### src/rtl/wf_write_arbiter_pkg.sv
// Shared types and defaults for the wireframe frame-buffer write arbiter.
package wf_write_arbiter_pkg;

  localparam int WIREFRAME_ADDR_SIZE = 10;
  localparam int WIREFRAME_DEPTH     = 768;

  typedef enum logic {
    ARB   = 1'b0,
    CLEAR = 1'b1
  } wf_arb_state_t;

  // Plot counter sticks at all-ones instead of wrapping.
  function automatic logic [15:0] sat_inc16(input logic [15:0] v);
    return (v == 16'hFFFF) ? v : v + 16'd1;
  endfunction

endpackage

### src/rtl/wf_write_arbiter_rr_arbiter.sv
// Combinational round-robin arbiter: rotate requests by rr_ptr, pick the lowest, rotate back.
module rr_arbiter #(
  parameter  int NUM_REQ = 2,
  localparam int PTR_W   = (NUM_REQ > 1) ? $clog2(NUM_REQ) : 1
) (
  input  logic [NUM_REQ-1:0] req,
  input  logic [PTR_W-1:0]   rr_ptr,
  output logic [NUM_REQ-1:0] grant,
  output logic [PTR_W-1:0]   grant_idx,
  output logic               any
);

  logic [2*NUM_REQ-1:0] dbl;
  logic [NUM_REQ-1:0]   rot;
  logic [PTR_W-1:0]     off;
  logic [PTR_W:0]       sum;

  assign any = |req;

  always_comb begin
    dbl = {req, req} >> rr_ptr;
    rot = dbl[NUM_REQ-1:0];
    off = '0;
    for (int i = NUM_REQ - 1; i >= 0; i--) begin
      if (rot[i]) off = i[PTR_W-1:0];
    end
    sum = {1'b0, rr_ptr} + {1'b0, off};
    if (sum >= (PTR_W+1)'(NUM_REQ)) sum = sum - (PTR_W+1)'(NUM_REQ);
    grant_idx = sum[PTR_W-1:0];
    grant     = any ? (NUM_REQ'(1) << grant_idx) : '0;
  end

endmodule

### src/rtl/wf_write_arbiter.sv
// Shares the wireframe frame-buffer write port between plot requesters and a clear sweep.
module wf_write_arbiter
  import wf_write_arbiter_pkg::*;
#(
  parameter int NUM_REQ  = 2,
  parameter int ADDR_W   = WIREFRAME_ADDR_SIZE,
  parameter int WF_DEPTH = WIREFRAME_DEPTH
) (
  input  logic                      clk,
  input  logic                      rst,
  input  logic [NUM_REQ-1:0]        req_valid,
  input  logic [NUM_REQ*ADDR_W-1:0] req_addr,
  input  logic [NUM_REQ-1:0]        req_data,
  output logic [NUM_REQ-1:0]        req_ready,
  input  logic                      clear_start,
  output logic                      clear_busy,
  output logic                      clear_done,
  output logic                      write_en,
  output logic                      wf_data,
  output logic [ADDR_W-1:0]         addr,
  output logic [15:0]               plot_count
);

  localparam int          PTR_W    = (NUM_REQ > 1) ? $clog2(NUM_REQ) : 1;
  localparam logic [ADDR_W-1:0] CLR_LAST = ADDR_W'(WF_DEPTH - 1);

  wf_arb_state_t      state, state_nxt;
  logic [PTR_W-1:0]   rr_ptr;
  logic [ADDR_W-1:0]  clr_cnt;
  logic [NUM_REQ-1:0] grant;
  logic [PTR_W-1:0]   grant_idx;
  logic               any_req;

  rr_arbiter #(.NUM_REQ(NUM_REQ)) u_rr (
    .req       (req_valid),
    .rr_ptr    (rr_ptr),
    .grant     (grant),
    .grant_idx (grant_idx),
    .any       (any_req)
  );

  // Clear wins over plots in the same cycle; no grants while reset is held.
  always_comb begin
    state_nxt = state;
    req_ready = '0;
    case (state)
      ARB: begin
        if (clear_start) state_nxt = CLEAR;
        else if (!rst)   req_ready = grant;
      end
      CLEAR: begin
        if (clr_cnt == CLR_LAST) state_nxt = ARB;
      end
      default: state_nxt = ARB;
    endcase
  end

  always_ff @(posedge clk) begin
    if (rst) begin
      state      <= ARB;
      rr_ptr     <= '0;
      clr_cnt    <= '0;
      write_en   <= 1'b0;
      wf_data    <= 1'b0;
      addr       <= '0;
      clear_busy <= 1'b0;
      clear_done <= 1'b0;
      plot_count <= '0;
    end else begin
      state      <= state_nxt;
      write_en   <= 1'b0;
      clear_busy <= 1'b0;
      clear_done <= 1'b0;
      case (state)
        ARB: begin
          if (clear_start) begin
            clr_cnt    <= '0;
            plot_count <= '0;
          end else if (any_req) begin
            write_en   <= 1'b1;
            addr       <= req_addr[grant_idx*ADDR_W +: ADDR_W];
            wf_data    <= req_data[grant_idx];
            rr_ptr     <= (grant_idx == PTR_W'(NUM_REQ - 1)) ? '0 : grant_idx + 1'b1;
            plot_count <= sat_inc16(plot_count);
          end
        end
        CLEAR: begin
          write_en   <= 1'b1;
          addr       <= clr_cnt;
          wf_data    <= 1'b0;
          clear_busy <= 1'b1;
          // The sweep stops at the last word, so the counter never wraps.
          if (clr_cnt == CLR_LAST) begin
            clear_done <= 1'b1;
            clr_cnt    <= '0;
          end else begin
            clr_cnt <= clr_cnt + 1'b1;
          end
        end
        default: ;
      endcase
    end
  end

endmodule

### config.mk
export PLATFORM = sky130hd
export DESIGN_NAME = wf_write_arbiter
export DESIGN_NICKNAME = d
export VERILOG_FILES = /design/src/rtl/wf_write_arbiter_pkg.sv /design/src/rtl/wf_write_arbiter_rr_arbiter.sv /design/src/rtl/wf_write_arbiter.sv
export SDC_FILE = /design/constraint.sdc
export NUM_CORES = 1
export LEC_CHECK = 0
export BUFFER_PORTS_ARGS = -buffer_cell sky130_fd_sc_hd__buf_2
export CORE_ASPECT_RATIO = 1.25
export CORE_MARGIN = 3
export CORE_UTILIZATION = 51
export CTS_CLUSTER_SIZE = 12
export DETAILED_ROUTE_END_ITERATION = 7
export GPL_TIMING_DRIVEN = 0
export PLACE_DENSITY = 0.78
export SYNTH_ARGS = -nofsm -noshare
export SYNTH_HDL_FRONTEND = slang
export SYNTH_SLANG_ARGS = --single-unit
### constraint.sdc
create_clock -name clk -period 2.56 [get_ports clk]
set_clock_uncertainty 0.15 [all_clocks]
set_input_delay 0.384 -clock clk [delete_from_list [all_inputs] [get_ports clk]]
set_output_delay 0.384 -clock clk [all_outputs]
set_load 0.02 [all_outputs]
Word-level counts from Yosys, hierarchy flattened

Index checks and enable logic that the tools add are counted.
W data, S select, Z words.

Magnitude comparators: 2
Multiplexer cells: 30
Multiply operators: 1
Div/mod/pow operators: 0
Shift-type cells: 3
Eq/ne operators: 6
Reduce and logical (&&, ||, !) cells: 6
$add $sub $neg: 5
Bitwise gates (word level): 2

Operator list:

| kind                    | number |
|---|---|
| $mux W16                | 3 |
| $mux W10                | 4 |
| $pmux W10 S2            | 2 |
| $shiftx A20 B6 Y10      | 1 |
| $add A16 B1 Y16 const B | 1 |
| $eq A16 B16 Y1 const B  | 1 |
| $mux W1                 | 14 |
| $add A10 B1 Y10 const B | 1 |
| $eq A10 B10 Y1 const B  | 1 |
| $mux W2                 | 4 |
| $ne A2 B2 Y1 const B    | 3 |
| $pmux W1 S2             | 3 |
| $reduce_and A3 Y1       | 2 |
| $mul A1 B3 Y4 const B   | 1 |
| $reduce_or A2 Y1        | 2 |
| $shr A4 B1 Y2           | 1 |
| $add A1 B1 Y2           | 1 |
| $ge A2 B2 Y1 const B    | 1 |
| $lt A1 B2 Y1 const B    | 1 |
| $ne A2 B1 Y1 const B    | 1 |
| $not A1 Y1              | 2 |
| $reduce_and A2 Y1       | 1 |
| $reduce_bool A2 Y1      | 1 |
| $shl A1 B1 Y2 const A   | 1 |
| other kinds (2)         | 2 |

Word-level logic and storage cells: 64
Input bits: 27
Bits in latches: 0
Bits in writable memories: 0
Memories: 0
Register bits: 42
Bits in read-only memories: 0
Output and inout bits: 32

Logic depth before layout (Yosys ltp)

Gate-level depths: netlist of run 1.

Depth in word-level cells: 11
Depth in mapped cells: 6
Gate-level depth less buffers: 6

Hierarchy

A second synthesis of run 1 with hierarchy kept.

Cell total of the unflattened synthesis: 243
Area, all modules: 2099.5 um2

By module, submodules not included:

| module           | area an instance (um2) | sequential area each (um2) | times used | cells an instance |
|---|---|---|---|---|
| wf_write_arbiter | 2063.2                 | 840.8                      | 1          | 237 |
| rr_arbiter       | 36.3                   | 0.0                        | 1          | 6 |

Worst setup path before layout of run 1

No wires, ideal clock.

Path type: register to register
From: register plot_count[0]
To: register plot_count[14]
Slack: 407 ps
Library setup time: 71 ps
Cell stages (with the launch flop): 6
Path buffers: 0
Period minus slack after synthesis: 2153 ps
Data required time: 2339 ps
Arrival time: 1932 ps
Path through: dfxtp_1 > ha_1 > nand3_2 > or4_4 > or4_1 > a21oi_1

Word-level cells in the longest chain between the ends: 4
Elaborated cells between the ends (all ways): 7
Classes of those cells: add/sub: 1; eq/ne: 2; mux: 3; reduce/logical: 1

Ends and longest elaborated chain:

| item                     | RTL line                   | text |
|---|---|---|
| start: declaration       | wf_write_arbiter.sv:21     | `output logic [15:0] plot_count` |
| start signal: assignment | wf_write_arbiter.sv:84     | `plot_count <= sat_inc16(plot_count);` |
| $add A16 B1 Y16          | wf_write_arbiter_pkg.sv:14 | `return (v == 16'hFFFF) ? v : v + 16'd1;` |
| $mux W16                 | wf_write_arbiter_pkg.sv:14 |  |
| $mux W16                 | wf_write_arbiter.sv:79     | `end else if (any_req) begin` |
| $mux W16                 | wf_write_arbiter.sv:76     | `if (clear_start) begin` |

Several ways; a longest one is shown, not always the timed one. The select of a mux whose other input is x is not followed.
A chain may end at the register's enable or synchronous reset.

Worst setup path after layout of run 1

From: register state
To: output req_ready[0]

Word-level cells in the longest chain between the ends: 1

Ends and longest elaborated chain:

| item                     | RTL line               | text |
|---|---|---|
| start: declaration       | wf_write_arbiter.sv:27 | `wf_arb_state_t state, state_nxt;` |
| start signal: assignment | wf_write_arbiter.sv:70 | `state <= state_nxt;` |
| $mux W2                  | wf_write_arbiter.sv:46 | `case (state)` |
| end: declaration         | wf_write_arbiter.sv:14 | `output logic [NUM_REQ-1:0] req_ready,` |

No other way between the ends.

==> results of run 1 <==
final cells by class:
class                   instances  area [um^2]  area share (%)
plain buffers                  13         50.0            1.98
clock buffers                   5         68.8            2.73
clock inverters                 2         10.0           0.397
inverters                       6         22.5           0.892
multi-input cells             186         1180            46.7
flip-flops and latches         42          841            33.3
well taps                      54         67.6            2.68
repair buffers                 57          285            11.3
cell families (layout without fill, tap and decap cells):
family | Yosys count | count (layout)
simple gates | 98 | 98
compound gates | 70 | 70
flops | 42 | 42
buf+inv | 19 | 83
mux | 12 | 12
fa+ha+maj | 3 | 3
xor+xnor | 3 | 3
registers in the layout, summed over array words and instances, names as in the netlist:
name / count
clear_busy: 1
wf_data: 1
clear_done: 1
plot_count: 16
state: 1
addr: 10
rr_ptr: 1
write_en: 1
clr_cnt: 10
worst min-delay path, cell delays in order:
cell and delay (ns):
buf_2 0.07, mux2_2 0.14, a22oi_1 0.06, nor2_1 0.08
through the flow:
step / cells / setup WS, ns / util (%)
5_1_grt: 365 / 0.0361 / 65.6
4_1_cts: 365 / 0.178 / 65.4
3_3_place_gp: 358 / 0.279 / 63.4
2_1_floorplan: 247 / 0.407 / -
6_report: 365 / 0.161 / 65.6
3_5_place_dp: 358 / 0.279 / 63.4
layer usage:
layer / vias to the layer above / part of all wire (%)
met5: - / 0
met4: 0 / 1.5
met3: 8 / 5.8
met2: 63 / 51
met1: 1013 / 42
li1: 1052 / -
layout by cell type, fill, tap and decap left out, types with 2 or more instances in the layout:
cell	netlist	final
buf_2	1	58
dfxtp_1	42	42
nor2_1	33	33
o21ai_0	18	18
nand2_1	16	16
a21oi_1	14	14
clkbuf_1	11	11
mux2_2	11	11
nor3_1	10	10
a222oi_1	10	10
nand3_1	9	9
inv_1	6	6
nand4_1	6	6
clkbuf_8	0	5
nor2b_1	4	4
a31oi_1	4	4
nand2b_1	3	3
a211oi_1	3	3
a311oi_1	3	3
o211ai_1	3	3
and3_1	2	2
a21o_1	2	2
a22o_1	2	2
nor4_2	1	2
o31ai_1	2	2
nor4_1	3	2
xor2_1	2	2
nand3b_1	2	2
ha_1	2	2
clkinv_2	0	2
worst max path at each step:
stage                  start        endpoint  slack, ns  depth (start not counted)
2_1_floorplan  plot_count[0]  plot_count[14]       0.41                          5
3_3_place_gp   plot_count[0]   plot_count[1]       0.28                          5
3_5_place_dp   plot_count[0]   plot_count[3]       0.28                          6
4_1_cts                state    req_ready[0]       0.18                          4
5_1_grt                state    req_ready[1]       0.04                          6
6_report               state    req_ready[0]       0.16                          4
power by group through the flow:
stage,logic [W],registers (W),clock network [W]
global route,0.000205,0.000683,0.000443
finish,0.000186,0.000681,0.000399
detailed placement,0.000185,0.000696,0
CTS,0.000186,0.000680,0.000408
floorplan,0.000106,0.000710,0
global placement,0.000184,0.000695,0
==> metrics.yaml, run 1 <==
run_status:
  status: "completed"
synthesis:
  synth_mux_area_share_pct: 6.42
  syn_nets: 276
  synthMostInstantiatedCell: "dfxtp_1"
  synth_top_area_share_pct: 40.3
  synth_area_per_cell_um2: 8.44
  synth_area_um2: 2090
  synth_compound_area_share_pct: 23.0
  synth_common_cells: "dfxtp_1, nor2_1, o21ai_0"
  synth_top_area_cell: "dfxtp_1"
  ys_seq_elements: 42
  synth-warning-count: 0
  synth_top_family_by_area: "simple AND/OR/NAND/NOR gates"
  async_flop_share_pct: 0
  synthSimpleGateAreaFrac_pct: 23.8
  synthAdderAreaFrac_pct: 1.74
  synth-edff-count: 0
  post_synth_num_cell_types: 50
  synthCells: 247
  yosys.area_share.xor_xnor_pct: 1.26
  synth_area_leaders: "dfxtp_1, nor2_1, mux2_2"
  synth_seq_area_share_pct: 40.3
  ys.flop_type: "dfxtp_1"
worst_setup_path:
  cpPeakStageDelay_ns: 0.68
  end_kind: "output pin"
  crit_chain: "clkbuf_1 > nor3_1 > and3_1 > buf_2"
  path_class: "flop to output pin"
  crit_buf_inv: 2
  reg2reg_from: "plot_count[0]"
  critPathArrivalTime_ns: 1.86
  reg2reg_depth: 5
  r2r_end: "plot_count[1]"
  cp.required_ns: 2.03
  start_kind: "flop"
  crit_fanout: 8
  rrSetupSlack_ns: 0.24
  slowest_stage: "nor3_1"
  crit_family: "simple AND/OR/NAND/NOR gates"
place:
  placed_area_um2: 2440
  port_buffers: 57
  routabilityCongestion: 0.895
  dpl.hpwl_mm: 4.05
global_route:
  antenna_found_initial: 0
  gr-total-overflow: 0
  track_usage_pct: 22.7
  met1_usage_pct: 26.2
  busiest_layer: "met2"
  use_met2_pct: 40.4
  grt_max_degree: 13
  gr-usage-met3_pct: 4.78
  grt_pass1_vias: 1971
  grt_first_pass_wirelength_mm: 9.07
floorplanning:
  ios: 59
  die_area_um2: 4900
  die_w_um: 63.2
  start_util_pct: 54.2
  core_area_um2: 3850
  rows: 25
  die_h_um: 77.5
sta:
  tightest_slew_ns: 0.789
  clock.fmax_ghz: 0.417
  whs_ns: 0.324
  hold_viol: 0
  rsz0062_at_grt: "false"
  min_period_over_period_pct: 93.7
  tns_ns: 0
  maxSlewViolCount: 0
  maxSlewHeadroom_pct: 47.0
  setup_viol: 0
  min_period_ns: 2.40
cts:
  clk_pin_slew_worst_paths_ns: 0.07
  post_cts_buffers: 0
  htree_levels: 2
  cts_hold_buf: 0
  root_buffer: "clkbuf_8"
  cts_tree: "yes"
  clk_path_buf_depth: 2
  cts_buffers: 5
  cts_sinks: 42
  cts_resized: 0
  clock_latency_ns: 0.29
power:
  irDropWorstVdd_mv: 0.258
  internal-power_w: 0.000928
  p_total_w: 0.00127
  p_leak_nw: 1.00
  p_sw_share_pct: 26.7
  power_switching_w: 0.000338
  power_frac_comb_pct: 14.7
  clock_power_share_pct: 31.5
  p_per_area_nw_per_um2: 502
  pwr-share-seq_pct: 53.8
hold_path:
  min_from: "req_data[0]"
  hold_path_end: "wf_data"
  holdPathStages: 4
  hp-class: "input port to flop"
layout:
  final_nets: 340
  stdcell_area_um2: 2520
  nFillCells: 365
  drive_gt1_share_pct: 28.0
  num_antenna_cells: 0
  area_growth_pct: 21.0
routing:
  vias: 2136
  wirelength_mm: 5.39
  dr.pass1.iters: 5
  vias_per_cell: 5.85
  wl_per_cell_um: 14.8
  ant_nets: 0
  drc: 0
  dr.first_iter.drc_count: 170
job:
  timing.max_cap.violations: 0
(Power assumes the default switching activity.)
==> run 2: changes to the inputs <==
--- a/config.mk
+++ b/config.mk
@@ -5,14 +5,14 @@
 export SDC_FILE = /design/constraint.sdc
 export NUM_CORES = 1
 export LEC_CHECK = 0
-export BUFFER_PORTS_ARGS = -buffer_cell sky130_fd_sc_hd__buf_2
 export CORE_ASPECT_RATIO = 1.25
-export CORE_MARGIN = 3
-export CORE_UTILIZATION = 51
+export CORE_MARGIN = 2
+export CORE_UTILIZATION = 61
 export CTS_CLUSTER_SIZE = 12
 export DETAILED_ROUTE_END_ITERATION = 7
+export DONT_BUFFER_PORTS = 1
 export GPL_TIMING_DRIVEN = 0
-export PLACE_DENSITY = 0.78
+export PLACE_DENSITY = 0.8
 export SYNTH_ARGS = -nofsm -noshare
 export SYNTH_HDL_FRONTEND = slang
 export SYNTH_SLANG_ARGS = --single-unit
==> run 2 against run 1 <==
  * Sequential share of layout area rose by 4.3 points
  * Design area decreased by 11%
  * Largest cell class unchanged
  * Die area down 20%
==> metrics.yaml, run 2 (synthesis gave the netlist of run 1 again) <==
cts:
  root_buffer: "clkbuf_8"
  cts_sinks: 42
  cts_tree: "yes"
  htree_levels: 2
  cts_hold_buf: 0
  clk_path_buf_depth: 2
  clk_pin_slew_worst_paths_ns: 0.08
  cts_buffers: 5
  clock_latency_ns: 0.30
  post_cts_buffers: 0
routing:
  dr.first_iter.drc_count: 103
  vias_per_cell: 6.56
  dr.pass1.iters: 5
  wl_per_cell_um: 17.6
  m1WireLength_mm: 1.97
  vias: 1915
  top_layer_used: "met4"
  wirelength_mm: 5.14
  wl_met3_um: 316
  ant_nets: 0
  drc: 0
  wl_met2_mm: 2.73
worst_setup_path:
  start_kind: "flop"
  end_kind: "flop"
  cp.required_ns: 2.58
  crit_fanout: 6
  critPathArrivalTime_ns: 2.34
  path_class: "flop to flop"
sta:
  clock.fmax_ghz: 0.431
  hold_viol: 0
  maxSlewHeadroom_pct: 62.0
  maxSlewViolCount: 0
  tightest_slew_ns: 0.566
  whs_ns: 0.141
  rsz0062_at_grt: "false"
  min_period_over_period_pct: 90.7
  min_period_ns: 2.32
  setup_viol: 0
  tns_ns: 0
  setup_ws_ns: 0.239
place:
  port_buffers: 0
  routabilityCongestion: 0.795
  dpl.hpwl_mm: 3.72
  preCtsSetupSlack_ns: 0.0603
layout:
  mostFrequentLayoutCell: "dfxtp_1"
  drive_gt1_share_pct: 12.5
  final_nets: 283
  area_growth_pct: 7.26
  num_antenna_cells: 0
  largest_reg_flops: 16
  top_register: "plot_count"
  nFillCells: 279
  biggestRegsByFlops: "plot_count (16), addr (10), clr_cnt (10)"
  final_cell_mix: "dfxtp_1, nor2_1, o21ai_0"
global_route:
  grt_pass1_vias: 1859
  grt_first_pass_wirelength_mm: 8.67
  grt_max_degree: 13
  gr-total-overflow: 0
  track_usage_pct: 27.6
  antenna_found_initial: 0
floorplanning:
  ios: 59
  die_area_um2: 3910
  core_area_um2: 3250
  rows: 23
  die_h_um: 69.4
  die_w_um: 56.3
  start_util_pct: 64.1
power:
  p_total_w: 0.00128
  p_per_area_nw_per_um2: 572
  irDropWorstVdd_mv: 0.431
  p_leak_nw: 0.737
run_status:
  status: "completed"
job:
  timing.max_cap.violations: 0
hold_path:
  hp-class: "input port to flop"
## run 2: worst paths after layout
path | start | to | slack [ns] | cells past startpoint
worst min-delay path | clear_start | clr_cnt[0] | 0.14 | 3
worst max register to register | plot_count[0] | plot_count[0] | 0.24 | 5
worst min register to register | clr_cnt[7] | clr_cnt[7] | 0.37 | 1
worst max-delay path | plot_count[0] | plot_count[0] | 0.24 | 5
## run 2: metrics by stage
step,area (um^2),cells,util (%)
finish,2240,292,68.8
global route,2240,292,68.8
CTS,2220,292,68.4
detailed placement,2130,284,65.6
global placement,2130,284,65.6
floorplan,2090,247,-
## run 2: cell type report
type | count | area (um^2) | area share (%)
inverter | 6 | 22.5 | 1.01
sequential | 42 | 841 | 37.6
buffer | 13 | 50.0 | 2.24
tap | 37 | 46.3 | 2.07
multi-input combinational | 186 | 1190 | 53.0
clock inverter | 1 | 5.00 | 0.224
clock buffer | 7 | 86.3 | 3.86
## run 2: what timing repair did
action / 4_1_cts / 5_1_grt
hold endpoints to repair: 0 / 0
endpoints found under the setup margin: 0 / 13
resized for setup: 0 / 4
## run 2: report_power, final
part	leakage, nW	switching, W	total [W]	internal [W]
sequential	0.341	0.0000282	0.000698	0.000670
combinational	0.348	0.0000837	0.000137	0.0000536
clock	0.0482	0.000226	0.000444	0.000218
## run 2: routing by layer
metal | track usage, % | up-vias
met5 | 0 | -
met4 | 10.3 | 0
met3 | 7.09 | 13
met2 | 47.6 | 66
met1 | 32.5 | 896
li1 | - | 940
## run 2: worst max-delay path, stage by stage, from the launching register on
cell     delay (ns)
dfxtp_1        0.53
ha_1           0.25
nand3_2        0.14
or4_4          0.61
o21ai_1        0.39
o21ai_0        0.13
